$ cat config.mk
export PLATFORM = sky130hd
export DESIGN_NAME = pipeline_stall_ctrl
export DESIGN_NICKNAME = d
export VERILOG_FILES = /design/src/rtl/pipeline_stall_ctrl.sv
export SDC_FILE = /design/constraint.sdc
export NUM_CORES = 1
export LEC_CHECK = 0
export CAP_MARGIN = 20
export CORE_MARGIN = 5
export CORE_UTILIZATION = 40
export DETAILED_ROUTE_END_ITERATION = 8
export MAX_ROUTING_LAYER = met4
export PLACE_DENSITY_LB_ADDON = 0.3
export SLEW_MARGIN = 10
export SYNTH_ARGS = -nofsm -noshare
export SYNTH_HDL_FRONTEND = slang
export SYNTH_SLANG_ARGS = --single-unit
$ cat constraint.sdc
create_clock -name clk -period 3.45 [get_ports clk]
set_input_delay 0.5175 -clock clk [delete_from_list [all_inputs] [get_ports clk]]
set_output_delay 0.5175 -clock clk [all_outputs]
set_load 0.02 [all_outputs]
$ cat src/rtl/pipeline_stall_ctrl.sv
// Central stall/flush controller for the 5-stage MIPS pipeline.
// Merges load-use hazards, a self-sequenced multi-cycle HI/LO mult/div unit
// and ID-stage branch resolution into the PC / IF-ID / ID-EX control signals,
// and keeps a saturating count of stalled cycles.
module pipeline_stall_ctrl #(
    parameter int unsigned MULT_CYCLES = 4,
    parameter int unsigned DIV_CYCLES  = 32,
    parameter int unsigned CNT_W       = 16
) (
    input  logic             clk,
    input  logic             rst_n,
    input  logic             lw_hazard,
    input  logic             md_start,
    input  logic             md_is_div,
    input  logic             id_md_op,
    input  logic             id_reads_hilo,
    input  logic             branch_taken,
    output logic             PCWrite,
    output logic             IF_ID_Write,
    output logic             IF_ID_Flush,
    output logic             Mux_Select_Stall,
    output logic             md_busy,
    output logic             md_done,
    output logic [CNT_W-1:0] stall_cycles
);

    // Remaining busy cycles of the mult/div unit; zero means idle.
    logic [5:0] md_cnt;
    logic       stall;

    assign md_busy = (md_cnt != '0);
    assign md_done = (md_cnt == 6'd1);

    // Sequence the mult/div unit: load on start when idle, count down when busy.
    // A start arriving while busy is ignored.
    always_ff @(posedge clk or negedge rst_n) begin
        if (!rst_n) begin
            md_cnt <= '0;
        end else if (md_cnt != '0) begin
            md_cnt <= md_cnt - 6'd1;
        end else if (md_start) begin
            md_cnt <= md_is_div ? 6'(DIV_CYCLES) : 6'(MULT_CYCLES);
        end
    end

    // Combine the stall sources and derive the pipeline controls; reset forces
    // a frozen front end with a bubble into ID/EX.
    always_comb begin
        stall            = lw_hazard | (md_busy & id_reads_hilo) | (md_busy & id_md_op);
        PCWrite          = rst_n & ~stall;
        IF_ID_Write      = rst_n & ~stall;
        Mux_Select_Stall = ~rst_n | stall;
        IF_ID_Flush      = rst_n & branch_taken & ~stall;
    end

    // Saturating performance counter of stalled cycles.
    always_ff @(posedge clk or negedge rst_n) begin
        if (!rst_n) begin
            stall_cycles <= '0;
        end else if (stall && (stall_cycles != '1)) begin
            stall_cycles <= stall_cycles + 1'b1;
        end
    end

endmodule

==> impl_metrics.ini, run 1 <==
[layout]
mostFrequentLayoutCells = clkdlybuf4s50_1, dfrtp_1, xnor2_1, xor2_1, nand2_1
layout_commonest_cell = clkdlybuf4s50_1
antenna_cells = 0
layout-drive-gt1-share = 0.0922
fillers = 280
nNetsFinal = 154
area_growth_pct = 27.5

[floorplan]
start_util = 0.412
die-area_um2 = 4300
core_area_um2 = 3000
die_h_um = 65.6
fp.dieW_um = 65.6
io_pins = 30
row_count = 20

[clocking]
numCtsBuffers = 3
post_cts_resized = 0
cts_setup_buffers = 0
clock-root-buffer = clkbuf_4
clkTransAtPathRegs_ps = 120
hold_buffers = 0
clockBufferDepth = 2
cts.sinks = 22
clkLatencyLatePin_ps = 310
h-tree-depth = 1
cts_tree = yes

[synthesis]
syn_area_um2 = 1240
yosys_register_bits = 22
syn-num-nets = 122
syn_area_per_cell_um2 = 11.1
synth_edf_count = 0
syn_inst = 111
synth_cell_types = 36
async_reset_ff_frac = 1.00
synth_top_flop_cell = dfrtp_1
ys_warn_count = 0
yosysSeqAreaShare = 0.445

[global_routing]
antenna_found_initial = 0
gr-usage-met2 = 0.228
grt_pass1_vias = 979
grtUsageTotal = 0.142
grt-busiest-layer = met2
grt_pass1_wl_um = 4610
grtUsageMet1 = 0.168
grt_max_degree = 23
met3_usage = 0.0342
overflow = 0

[power_and_ir_drop]
p_int_uw = 631
finalPower_mw = 1.06
seqPwrFrac = 0.445
power.leakage_nw = 0.625
power_frac_comb = 0.445
irDropWorstVdd_mv = 0.527
p_clk_frac = 0.110
power_per_cell_area_nw_per_um2 = 671
swShare = 0.404
switchingPower_uw = 427

[status]
status = finished, final reports clean

[route]
first_pass_iters = 4
wirelength_um = 2670
drt_iter0_drc = 49
dr_total_vias = 968
drc = 0
vias_per_cell = 5.56
ant_nets = 0
wire_per_inst_um = 15.3

[timing]
finalHoldViolCount = 0
relSlewSlack = 0.722
tightest_slew_ps = 417
fin_tns_setup_ps = 0
finClkSkew_ps = 6.52
fmax_mhz = 330
rsz0062_at_grt = false
fin_crit_ps = 3030
setup_viol_count_final = 0
slew_viol_final = 0
period_share = 0.879

[min_path]
hp-class = reg2reg
min_from = stall_cycles[12]$_DFFE_PN0P_

[critical_path]
rr_startpoint = md_cnt[0]$_DFFE_PN0P_
worstSetupStartpointType = flop
required_ps = 2930
end_kind = output port
arrival_ps = 2510
crit_type = reg2out
crit_path_start = md_cnt[0]$_DFFE_PN0P_
cp_max_fo = 6

[placement]
hpwl_um = 2000
io_buffers = 29
place_congestion = 0.876

[run]
drv_cap = 0
final timing paths:
path | to | slack [ps] | cells past startpoint
min in group asynchronous | stall_cycles[6]$_DFFE_PN0P_ | 620 | 2
min reg2reg | stall_cycles[12]$_DFFE_PN0P_ | 500 | 1
min | stall_cycles[12]$_DFFE_PN0P_ | 500 | 1
max | IF_ID_Flush | 420 | 6
max in group asynchronous | md_cnt[3]$_DFFE_PN0P_ | 2600 | 2
max reg2reg | stall_cycles[1]$_DFFE_PN0P_ | 1340 | 7
registers in the layout (all words and copies together) (netlist names):
name          count
md_cnt            6
stall_cycles     16
power groups by stage:
stage               Sequential (mW)  Clock, mW  Combinational, mW
finish                        0.471      0.116              0.470
floorplan                     0.518          0              0.235
global route                  0.488      0.132              0.519
global placement              0.471          0              0.464
detailed placement            0.472          0              0.475
CTS                           0.469      0.123              0.477
kinds of logic after synthesis:
logic type / after synthesis / share of synthesized area
flops: 22 / 0.445
xor+xnor: 16 / 0.113
simple gates: 40 / 0.196
mux: 1 / 0.0121
compound gates: 21 / 0.167
buf+inv: 8 / 0.0354
fa+ha+maj: 3 / 0.0304
cells in the mapped netlist, drive strengths merged (2+ instances only):
library cell / n / area share
nand2: 7 / 0.021
and4: 5 / 0.037
a21oi: 3 / 0.021
xnor2: 8 / 0.057
o21ai: 2 / 0.0081
buf: 4 / 0.023
nand3: 4 / 0.016
or3: 2 / 0.010
and3: 5 / 0.026
dfrtp: 22 / 0.45
nand4: 3 / 0.015
o211ai: 3 / 0.018
nor2: 5 / 0.015
a211oi: 5 / 0.030
nor3: 3 / 0.021
inv: 4 / 0.012
nor4: 2 / 0.010
o2111ai: 3 / 0.021
xor2: 8 / 0.057
ha: 3 / 0.030
layout make-up:
cell class | count | area [um^2] | share of cell area
clock buffers | 3 | 22.5 | 0.0143
inverters | 4 | 15.0 | 0.00952
multi-input cells | 81 | 642 | 0.407
flip-flops and latches | 22 | 551 | 0.349
well taps | 33 | 41.3 | 0.0262
repair buffers | 31 | 305 | 0.194
through the flow:
| step | utilization | cell area, um^2 | hold slack [ps] | setup slack, ps | std cells |
|---|---|---|---|---|---|
| after floorplan | - | 1240 | 222 | 861 | 111 |
| after global placement | 0.518 | 1550 | 481 | 607 | 171 |
| after detailed placement | 0.518 | 1550 | 493 | 587 | 171 |
| after CTS | 0.525 | 1580 | 510 | 388 | 174 |
| after global routing | 0.525 | 1580 | 548 | 277 | 174 |
| final | 0.525 | 1580 | 503 | 419 | 174 |
worst max-delay path, stage by stage, from the launching register on:
cell,delay (ps)
dfrtp_1,440
inv_1,80
ha_1,190
or3b_1,500
o32ai_4,200
and3_2,210
clkdlybuf4s50_1,590
routing by layer:
| layer | part of all wire | up-vias |
|---|---|---|
| li1 | - | 476 |
| met1 | 0.46 | 460 |
| met2 | 0.47 | 25 |
| met3 | 0.048 | 7 |
| met4 | 0.021 | 0 |
| met5 | 0 | - |
No activity file was read; power rests on OpenSTA's default activity.
==> inputs of run 2 (changes only) <==
ABC_AREA = 0   (was unset)
==> results of run 2 <==
Final layout, timing and power as in run 1 (identical DEF).
